==> src/rtl/mux_sel_arbiter.sv <==
// Round-robin select generator for a 4:1 mux: one-hot grant, registered 2-bit select,
// grants bounded by a hold timeout and separated by at least one dead cycle.
module mux_sel_arbiter #(
    parameter int MAX_HOLD = 8
) (
    input  logic       i_clk,
    input  logic       i_rst_n,
    input  logic [3:0] i_req,
    input  logic       i_done,
    output logic [1:0] o_sel,
    output logic [3:0] o_gnt,
    output logic       o_busy
);

    localparam int CW = (MAX_HOLD > 2) ? $clog2(MAX_HOLD) : 1;

    typedef enum logic {
        ST_IDLE  = 1'b0,
        ST_GRANT = 1'b1
    } state_t;

    state_t          r_state;
    logic [1:0]      r_last;
    logic [1:0]      r_sel;
    logic [3:0]      r_gnt;
    logic            r_busy;
    logic [CW-1:0]   r_cnt;

    logic [1:0]      w_winner;
    logic [1:0]      w_cand;
    logic            w_any;
    logic            w_release;

    // Rotating priority search: last+1 first, last itself lowest; later iterations
    // (lower offsets) override earlier ones so the nearest requester wins.
    always_comb begin
        w_winner = r_last;
        w_cand   = 2'b00;
        w_any    = |i_req;
        for (int k = 3; k >= 0; k--) begin
            w_cand = r_last + 2'(k + 1);
            if (i_req[w_cand]) begin
                w_winner = w_cand;
            end else begin
                w_winner = w_winner;
            end
        end
    end

    // Release conditions for the current owner; any combination yields one release.
    always_comb begin
        w_release = i_done | ~i_req[r_sel] | (r_cnt == CW'(MAX_HOLD - 1));
    end

    // Arbitration state machine with all outputs registered.
    always_ff @(posedge i_clk or negedge i_rst_n) begin
        if (!i_rst_n) begin
            r_state <= ST_IDLE;
            r_last  <= 2'd3;
            r_sel   <= 2'd0;
            r_gnt   <= 4'b0000;
            r_busy  <= 1'b0;
            r_cnt   <= '0;
        end else begin
            case (r_state)
                ST_IDLE: begin
                    if (w_any) begin
                        r_state <= ST_GRANT;
                        r_gnt   <= 4'b0001 << w_winner;
                        r_sel   <= w_winner;
                        r_last  <= w_winner;
                        r_busy  <= 1'b1;
                        r_cnt   <= '0;
                    end else begin
                        r_state <= ST_IDLE;
                    end
                end
                ST_GRANT: begin
                    // sel is deliberately left untouched so the mux output holds through the dead cycle
                    if (w_release) begin
                        r_state <= ST_IDLE;
                        r_gnt   <= 4'b0000;
                        r_busy  <= 1'b0;
                        r_cnt   <= '0;
                    end else begin
                        r_cnt   <= r_cnt + CW'(1);
                    end
                end
                default: begin
                    r_state <= ST_IDLE;
                    r_gnt   <= 4'b0000;
                    r_busy  <= 1'b0;
                    r_cnt   <= '0;
                end
            endcase
        end
    end

    assign o_sel  = r_sel;
    assign o_gnt  = r_gnt;
    assign o_busy = r_busy;

endmodule

==> config.mk <==
export PLATFORM = sky130hd
export DESIGN_NAME = mux_sel_arbiter
export DESIGN_NICKNAME = d
export VERILOG_FILES = /design/src/rtl/mux_sel_arbiter.sv
export SDC_FILE = /design/constraint.sdc
export NUM_CORES = 1
export LEC_CHECK = 0
export BUFFER_PORTS_ARGS = -buffer_cell sky130_fd_sc_hd__buf_2
export CAP_MARGIN = 20
export CORE_MARGIN = 4
export CORE_UTILIZATION = 51
export DETAILED_ROUTE_END_ITERATION = 8
export MAX_ROUTING_LAYER = met4
export PLACE_DENSITY = 0.79
export SLEW_MARGIN = 20
export SYNTH_ARGS = -nofsm -noshare
export SYNTH_HDL_FRONTEND = slang
export SYNTH_SLANG_ARGS = --single-unit
==> constraint.sdc <==
create_clock -name i_clk -period 1.63 [get_ports i_clk]
set_input_delay 0.0815 -clock i_clk [delete_from_list [all_inputs] [get_ports i_clk]]
set_output_delay 0.0815 -clock i_clk [all_outputs]
set_load 0.02 [all_outputs]
; ---- After elaboration in Yosys (flattened, before gate mapping)
; Cells that the tools add are included.
[word_totals]
ff_bits = 13
input_bits = 7
output_inout_bits = 7
wordCells = 48
[classes]
addsub = 4
magnitude_cmp = 4
n_eq_ne = 3
shifts = 1
muxes = 23
bitwise = 4
reduce_logical = 3
[op_table]
columns = op, n
row1 = "2-bit by 3-bit < comparator with 1-bit output, second input constant", 4
row2 = 1-bit binary-select mux with 2-bit select, 4
row3 = 1-bit two-way mux, 8
row4 = 4-bit two-way mux, 2
row5 = 4-bit one-hot mux with 2 select lines, 1
row6 = 2-bit two-way mux, 3
row7 = 3-bit two-way mux, 2
row8 = 3-bit one-hot mux with 2 select lines, 1
row9 = "2-bit adder, second input constant", 2
row10 = 1-bit one-hot mux with 2 select lines, 2
row11 = 2-bit AND reduction, 2
row12 = 4-bit OR reduction, 1
row13 = "1-bit by 2-bit left shift with 4-bit output, first input constant", 1
row14 = "3-bit by 1-bit adder with 3-bit output, second input constant", 1
row15 = "3-bit equality test, second input constant", 1
row16 = "2-bit by 1-bit adder with 2-bit output, second input constant", 1
row17 = "2-bit by 1-bit inequality test with 1-bit output, second input constant", 1
row18 = "2-bit inequality test, second input constant", 1
row19 = 1-bit NOT, 2
row20 = 1-bit bitwise OR, 2

; ---- Longest topological paths before layout
; Gate-level depths: netlist (run 1).
[depth]
depth_word = 9
ltp_mapped = 5
depth_no_buf = 5

; ---- Worst setup path after synthesis (run 1)
; No wires, ideal clock.
[synth_timing]
path_type = reg-to-reg
startpoint = register r_sel[0], in the netlist o_sel[0]
endpoint = register r_cnt[0]
setup_ns = 0.125
arrival_ns = 1.357
required_time_ns = 1.505
path_slack_ns = 0.148
path_stages_with_launch = 5
n_path_buf = 0
synth_period_minus_slack_ns = 1.482
cell_sequence = dfrtp_1 mux2_2 o21ai_4 nor2_2 mux2_2
[synth_via]
elab_chain_len = 7
[synth_rtl]
columns = element, line
row1 = start: declaration, 24  ; logic [1:0] r_sel;
row2 = start signal: assignment, 70  ; r_sel <= w_winner;
row3 = 1-bit binary-select mux with 2-bit select, 52  ; w_release = i_done | ~i_req[r_sel] | (r_cnt == CW'(MAX_HOLD - 1));
row4 = 1-bit two-way mux (implied by the code), 52
row5 = 1-bit NOT, 52
row6 = 1-bit bitwise OR (2 in a row), 52
row7 = 3-bit two-way mux, 80  ; if (w_release) begin
row8 = 3-bit one-hot mux with 2 select lines, 65  ; case (r_state)
row9 = end signal: assignment, 86  ; r_cnt <= r_cnt + CW'(1);
row10 = end: declaration, 27  ; logic [CW-1:0] r_cnt;
; Every way passes these cells. The select of a mux whose other input is x is not followed.
; A chain may end at the register's enable or synchronous reset.

; ---- Worst setup path after layout (run 1)
[layout_timing]
startpoint = register r_cnt[0]
endpoint = register r_gnt[2], in the netlist o_gnt[2]
[layout_via]
elab_chain_len = 4
[layout_rtl]
columns = element, line
row1 = 3-bit equality test, 52
row2 = 1-bit bitwise OR, 52
row3 = 2-bit by 1-bit inequality test with 1-bit output (no line), n/a
row4 = 2-bit AND reduction (no line), n/a
row5 = end signal: assignment, 69  ; r_gnt <= 4'b0001 << w_winner;
row6 = end: declaration, 25  ; logic [3:0] r_gnt;
; Every way passes these cells.

==> flow_summary.ini, run 1 <==
[die]
dieWidth_um = 45.27
rows = 13
die-area_sq_um = 2049
ioPinCount = 14
core-area_sq_um = 1301
start_util_pct = 54.42
die_h_um = 45.27

[worst_setup_path]
cp-start-kind = register
cp_num_buf_inv = 0
crit_arrival_ns = 1.78
endpoint_kind = register
crit_chain = ha_1, ha_1, a211o_1, o21bai_4, a32o_1
crit_path_end = o_gnt[2]
r2r_start = r_cnt[0]
regToRegSetupSlack_ns = 0.06
critPathLaunch = r_cnt[0]
critPathKind = reg -> reg
slowest_stage = dfrtp_1
path_common_cell = ha_1
cp.depth = 5
worst_r2r_path_depth = 5
r2r_end = o_gnt[2]
max_stage_delay_ns = 0.39
critical_path_required_ns = 1.85
crit_family = compound AO/OA/AOI/OAI gates
worstPathMaxFanout = 4

[logic_synthesis]
netlist_area_sq_um = 708.2
synth_nets = 74
yosys_most_used_dff = dfrtp_1
yosysSeqAreaShare_pct = 46.29
synth_cells = 65
synth_seq_cells = 13
ys.warnings.count = 0
async_flop_share_pct = 100.0
synth_cell_types = 29
syn_area_per_cell_sq_um = 10.90
synth_edf_count = 0

[finish]
n_antenna_cell = 0
layout-drive-gt1-share_pct = 32.93
area_delta_synth_final_pct = 16.61
layout.nets = 92
design_area_sq_um = 825.8
n_fill_cell = 119

[clock_tree]
numCtsBuffers = 3
htreeDepth = 1
cts_buffer_depth = 2
cts-root-buf = clkbuf_4
clock_latency_ns = 0.29
clkSinkCount = 13
cts_tree = done
path_clk_slew_ns = 0.08

[grt]
grt_first_pass_wirelength_mm = 2.408
antenna_found_initial = 0
grt_start_max_net_pins = 14
first_global_vias = 529
overflow = 0
track_usage_pct = 17.95

[routing]
ant_nets = 0
firstDrtPassIters = 4
drc = 0
viasPerCell = 5.887
wl_per_cell_um = 15.75
drtIter0Drc = 14
via_count = 571
routed_wl_mm = 1.528

[pwr]
power_density_nw_per_um2 = 1915
vdd_drop_max_mv = 0.9739
leakage_uw = 0.0003935

[sta]
maxSlewHeadroom_pct = 70.99
finClkSkew_ns = 0.007107
fmax_ghz = 0.6385
hold_viol = 0
drv_slew = 0
finalHoldWorstSlack_ns = 0.1747
tns_ns = 0
tightestPinTransition_ns = 0.4347
min_period_over_period_pct = 96.09
post-route-min-period_ns = 1.566
setup_viol_count_final = 0
rsz0062_at_grt = no

[place]
dpl_cell_area_sq_um = 787.0
port_buffers = 13
gp_congestion = 0.8451
dpl.hpwl_mm = 1.165

[status]
status = finished clean

[flow_run]
drv_cap = 0

[min_path]
min_from = i_req[2]
min_path_type = in -> reg
==> how the worst min path moves through the flow <==
stage / slack, ns / cells after the start / end
after global routing: 0.21 / 3 / r_state
after detailed placement: -0.02 / 1 / r_cnt[2]
after CTS: 0.18 / 3 / r_state
final: 0.17 / 3 / r_state
after floorplan: -0.21 / 0 / o_busy
after global placement: -0.02 / 1 / r_cnt[2]
==> flip-flops by register name, indices dropped and copies added, names as in the netlist <==
name / count
o_sel: 2
o_busy: 1
r_cnt: 3
r_state: 1
r_last: 2
o_gnt: 4
==> power by group <==
part	internal (uW)	leakage [uW]	total, uW	switching (uW)
Clock	95.3	0.0000150	199	104
Combinational	311	0.000215	781	470
Sequential	478	0.000163	601	123
Total	885	0.000393	1580	696
==> stage by stage <==
stage          util, %  power, uW  setup WS [ns]  cells
2_1_floorplan        -       1156         0.1482     65
3_3_place_gp     60.48       1329         0.1497     92
3_5_place_dp     60.48       1370        0.07615     92
4_1_cts          63.27       1579        0.06413     97
5_1_grt          63.46       1676       0.001031     97
6_report         63.46       1581        0.06375     97
==> cells in the final DEF (no fill, tap or decap), types with 2 or more instances in the layout <==
cell type	instances
nor2b_1	2
nor2_1	5
ha_1	2
clkbuf_4	3
a22o_1	2
inv_1	4
nand2_1	3
buf_2	13
a32o_1	3
nor2_2	2
nand2b_1	2
a21oi_1	3
o22ai_1	2
mux2_2	2
o2bb2ai_1	3
dfrtp_1	11
o21ai_1	4
dfstp_2	2
==> Yosys cell counts (2+ instances only) <==
library cell	n	area share [%]
a21oi_1	3	2.1
a22o_1	2	2.5
a32o_1	3	4.2
dfrtp_1	11	39
dfstp_2	2	7.4
ha_1	2	3.5
inv_1	4	2.1
mux2_2	2	3.2
nand2_1	3	1.6
nand2b_1	2	1.8
nor2_1	6	3.2
nor2b_1	2	1.8
o21ai_1	4	2.8
o22ai_1	2	1.8
o2bb2ai_1	3	3.7
==> per-layer routing <==
metal	GRT usage, %	up-vias	wire length (um)
li1	-	279	-
met1	19.80	274	635
met2	28.81	13	778
met3	3.586	5	76
met4	12.28	0	38
met5	-	-	0
==> cell families (layout without fill, tap and decap cells) <==
| logic type | Yosys count | count (layout) | synth area share (%) |
|---|---|---|---|
| AOI/OAI and AO/OA | 24 | 24 | 28.98 |
| adders and majority gates | 2 | 2 | 3.533 |
| buffers and inverters | 6 | 23 | 3.886 |
| muxes | 3 | 3 | 4.593 |
| and+or+nand+nor | 17 | 17 | 12.72 |
| DFF | 13 | 13 | 46.29 |
==> timing repair <==
item                                    4_1_cts  5_1_grt
setup buffers                                 0        0
hold buffers                                  1        0
hold endpoints to repair                     13        0
endpoints found under the setup margin        0        1
resized for setup                             0        1
==> tightest hold or removal path, cell delays in order <==
cell and delay [ns]:
buf_2 0.12, nor4_2 0.07, o22ai_1 0.14
==> layout make-up <==
class | count | area, sq um | share of cell area, %
multi-input cells | 46 | 355.3 | 43.03
repair buffers | 15 | 82.58 | 10.00
clock buffers | 4 | 26.28 | 3.182
inverters | 4 | 15.01 | 1.818
well taps | 15 | 18.77 | 2.273
flip-flops and latches | 13 | 327.8 | 39.70
Power figures use the tool's default switching activity.
==> run 2: changes to the inputs <==
- CTS_CLUSTER_DIAMETER: not set -> 200
- RECOVER_POWER: not set -> 25
==> flow_summary.ini, run 2 (synthesized netlist as in run 1, its figures left out) <==
[grt]
grt_start_max_net_pins = 14
grt_first_pass_wirelength_mm = 2.408
overflow = 0
track_usage_pct = 17.95
grt.busiest_layer = met2
first_global_vias = 529
met1_usage_pct = 19.80
antenna_found_initial = 0
gr-usage-met3_pct = 3.586
use_met2_pct = 28.81

[routing]
wl_per_cell_um = 15.75
routed_wl_mm = 1.528
drtIter0Drc = 14
ant_nets = 0
firstDrtPassIters = 4
via_count = 571
drc = 0
viasPerCell = 5.887

[sta]
maxSlewHeadroom_pct = 54.40
setup_slack_ns = 0.06375
hold_viol = 0
fmax_ghz = 0.6385
setup_viol_count_final = 0
tns_ns = 0
min_period_over_period_pct = 96.09
rsz0062_at_grt = no
drv_slew = 0
tightestPinTransition_ns = 0.6840
finClkSkew_ns = 0.007107
post-route-min-period_ns = 1.566

[clock_tree]
clkSinkCount = 13
cts_buffer_depth = 2
htreeDepth = 1
path_clk_slew_ns = 0.08
cts_tree = done
cts-root-buf = clkbuf_4
clock_latency_ns = 0.29
numCtsBuffers = 3

[flow_run]
drv_cap = 0

[pwr]
power_frac_comb_pct = 49.4
vdd_drop_max_mv = 0.9739
power.internal_uw = 884.3
p_switching_uw = 696.5
power_density_nw_per_um2 = 1917
pwr-share-seq_pct = 38.0
leakage_uw = 0.0003907
power.share.clock_pct = 12.6
p_sw_share_pct = 44.06

[finish]
layout.nets = 92
n_antenna_cell = 0
final_core_util_pct = 63.37
fin_cells = 97
area_delta_synth_final_pct = 16.43
layout-drive-gt1-share_pct = 31.71
final_common_cell = buf_2
n_fill_cell = 120
layout_common_cells = buf_2 (12), dfrtp_1 (11), nor2_1 (5)
largest_reg_flops = 4

[worst_setup_path]
slowest_stage = dfrtp_1
crit_arrival_ns = 1.78
max_stage_delay_ns = 0.39
endpoint_kind = register
cp-start-kind = register
critPathKind = reg -> reg
critical_path_required_ns = 1.85
path_common_cell = ha_1
crit_chain = ha_1, ha_1, a211o_1, o21bai_4, a32o_1
worstPathMaxFanout = 4

[die]
die-area_sq_um = 2049
die_h_um = 45.27
rows = 13
start_util_pct = 54.42
ioPinCount = 14
dieWidth_um = 45.27
core-area_sq_um = 1301

[status]
status = finished clean

[place]
dp_slack_ns = 0.07615
dp_cells = 92
gp_congestion = 0.8451
dpl.hpwl_mm = 1.165
port_buffers = 13

[min_path]
min_path_type = in -> reg
run 2: metal layers:
layer  vias to the layer above  share of wire, %  wire, um
li1                        279                 -         -
met1                       274                42       635
met2                        13                51       778
met3                         5               5.0        76
met4                         0               2.5        38
met5                         -                 0         0
run 2: path summary, 6_finish.rpt:
kind | startpoint | to | slack, ns | cells past startpoint
setup reg to reg | r_cnt[0] | o_gnt[2] | 0.06 | 5
setup / recovery | r_cnt[0] | o_gnt[2] | 0.06 | 5
max in group asynchronous | i_rst_n | o_gnt[2] | 0.85 | 2
min in group asynchronous | i_rst_n | r_cnt[2] | 0.34 | 2
hold / removal | i_req[2] | r_state | 0.17 | 3
hold reg to reg | o_gnt[1] | o_gnt[1] | 0.49 | 1
run 2: power by group through the flow:
stage	combinational [uW]	sequential [uW]	clock (uW)
after floorplan	481	675	0
after global placement	733	596	0
after detailed placement	766	604	0
after CTS	776	598	204
after global routing	837	622	216
final	781	601	199
run 2: timing repair:
action / in CTS / in global routing
hold buffers: 1 / 0
gates resized for setup: 0 / 1
hold endpoints to repair: 13 / 0
endpoints found under the setup margin: 0 / 1
buffers inserted: 0 / 0
run 2: critical path, delay by kind of cell, from the launching register on:
family,cells,cell delay [ns]
flip-flops,1,0.39
adder cells (fa/ha/maj),2,0.39
AO/OA/AOI/OAI,3,0.73
run 2: cell type report:
class / count / area (sq um) / area share [%]
clock buffers: 4 / 26.28 / 3.187
inverters: 4 / 15.01 / 1.821
multi-input cells: 46 / 355.3 / 43.10
flip-flops and latches: 13 / 327.8 / 39.76
well taps: 15 / 18.77 / 2.276
repair buffers: 15 / 81.33 / 9.863
run 2: stage by stage:
stage | hold WS, ns | cell area (sq um) | power, uW
2_1_floorplan | -0.2141 | 708.2 | 1156
3_3_place_gp | -0.02213 | 787.0 | 1329
3_5_place_dp | -0.02214 | 787.0 | 1370
4_1_cts | 0.1757 | 823.3 | 1579
5_1_grt | 0.2090 | 824.5 | 1675
6_report | 0.1747 | 824.5 | 1581
==> run 3: changes to the inputs <==
- CTS_BUF_LIST: not set -> sky130_fd_sc_hd__clkbuf_16
==> flow_summary.ini, run 3 (synthesized netlist as in run 1, its figures left out) <==
[status]
status = finished clean

[worst_setup_path]
slowest_stage = dfrtp_1
max_stage_delay_ns = 0.38
endpoint_kind = register
cp_num_buf_inv = 0
critical_path_required_ns = 1.80
crit_arrival_ns = 1.74
worstPathMaxFanout = 4
crit_family = compound AO/OA/AOI/OAI gates
path_common_cell = ha_1
critPathKind = reg -> reg
cp-start-kind = register
crit_chain = ha_1, ha_1, a211o_1, o21bai_4, a32o_1

[min_path]
min_path_type = in -> reg

[clock_tree]
clock_latency_ns = 0.24
path_clk_slew_ns = 0.04
cts-root-buf = clkbuf_16
cts_buffer_depth = 2
cts_tree = done
post-cts-setup-buffers = 0
clkSinkCount = 13
numCtsBuffers = 3
htreeDepth = 1

[sta]
setup_viol_count_final = 0
tightestPinTransition_ns = 0.6850
drv_slew = 0
fmax_ghz = 0.6382
maxSlewHeadroom_pct = 54.34
tns_ns = 0
rsz0062_at_grt = no
finClkSkew_ns = 0.001508
min_period_over_period_pct = 96.13
post-route-min-period_ns = 1.567
setup_slack_ns = 0.06304
hold_viol = 0

[pwr]
vdd_drop_max_mv = 1.002
power_density_nw_per_um2 = 2108
leakage_uw = 0.0004180
p_total_uw = 1849

[place]
dpl.hpwl_mm = 1.165
port_buffers = 13
gp_congestion = 0.8451
dp_slack_ns = 0.07615

[routing]
highest_layer = met4
firstDrtPassIters = 4
routed_wl_mm = 1.673
wl_met2_um = 894
viasPerCell = 6.144
via_count = 596
met3_length_um = 110
met1_length_um = 642
ant_nets = 0
wl_per_cell_um = 17.25
drc = 0
drtIter0Drc = 15

[finish]
layout_common_cells = buf_2 (12), dfrtp_1 (11), inv_1 (5), nor2_1 (5), o21ai_1 (4)
largest_reg_flops = 4
area_delta_synth_final_pct = 23.85
n_antenna_cell = 0
n_fill_cell = 104
final_common_cell = buf_2
layout.nets = 92
layout-drive-gt1-share_pct = 31.71

[grt]
overflow = 0
track_usage_pct = 18.89
grt_first_pass_wirelength_mm = 2.615
grt_start_max_net_pins = 14
antenna_found_initial = 0
first_global_vias = 557

[flow_run]
drv_cap = 0

[die]
core-area_sq_um = 1301
ioPinCount = 14
dieWidth_um = 45.27
die-area_sq_um = 2049
start_util_pct = 54.42
rows = 13
die_h_um = 45.27
## run 3: power by group
group	switching (uW)	internal [uW]	total, uW
clock	125	322	447
sequential	129	480	610
combinational	481	311	792
## run 3: final cells by class
class | count | area (sq um) | share of cell area, %
timing repair buffer | 15 | 81.33 | 9.272
multi-input combinational | 46 | 355.3 | 40.51
sequential | 13 | 327.8 | 37.38
tap | 15 | 18.77 | 2.140
clock buffer | 3 | 75.07 | 8.559
clock inverter | 1 | 3.754 | 0.4280
inverter | 4 | 15.01 | 1.712
## run 3: final timing paths
kind                               start       end  slack, ns  cells past startpoint
max in group asynchronous        i_rst_n  o_gnt[0]       0.80                      2
worst max-delay path            r_cnt[0]  o_gnt[2]       0.06                      5
worst max register to register  r_cnt[0]  o_gnt[2]       0.06                      5
worst min register to register  o_gnt[1]  o_gnt[1]       0.48                      1
worst min-delay path            i_req[2]   r_state       0.24                      3
min in group asynchronous        i_rst_n  r_cnt[2]       0.39                      2
## run 3: repair_timing
action / CTS / global route
hold buffers: 1 / 0
gates resized for setup: 0 / 1
endpoints found under the hold margin: 13 / 0
setup endpoints to repair: 0 / 2
## run 3: through the flow
step,instances,cell area (sq um),util (%),hold slack (ns)
2_1_floorplan,65,708.2,-,-0.2141
3_3_place_gp,92,787.0,60.48,-0.02213
3_5_place_dp,92,787.0,60.48,-0.02214
4_1_cts,97,875.8,67.31,0.2450
5_1_grt,97,877.1,67.40,0.2879
6_report,97,877.1,67.40,0.2438
## run 3: worst reg2reg max path, delay by kind of cell (launching register included)
family,cells,cell delay (ns)
AO/OA/AOI/OAI,3,0.73
adder cells (fa/ha/maj),2,0.38
flip-flops,1,0.38
## run 3: per-layer routing
metal / vias up / track usage (%)
met3: 4 / 4.781
met5: - / -
li1: 279 / -
met2: 19 / 33.05
met1: 294 / 21.07
met4: 0 / 5.263
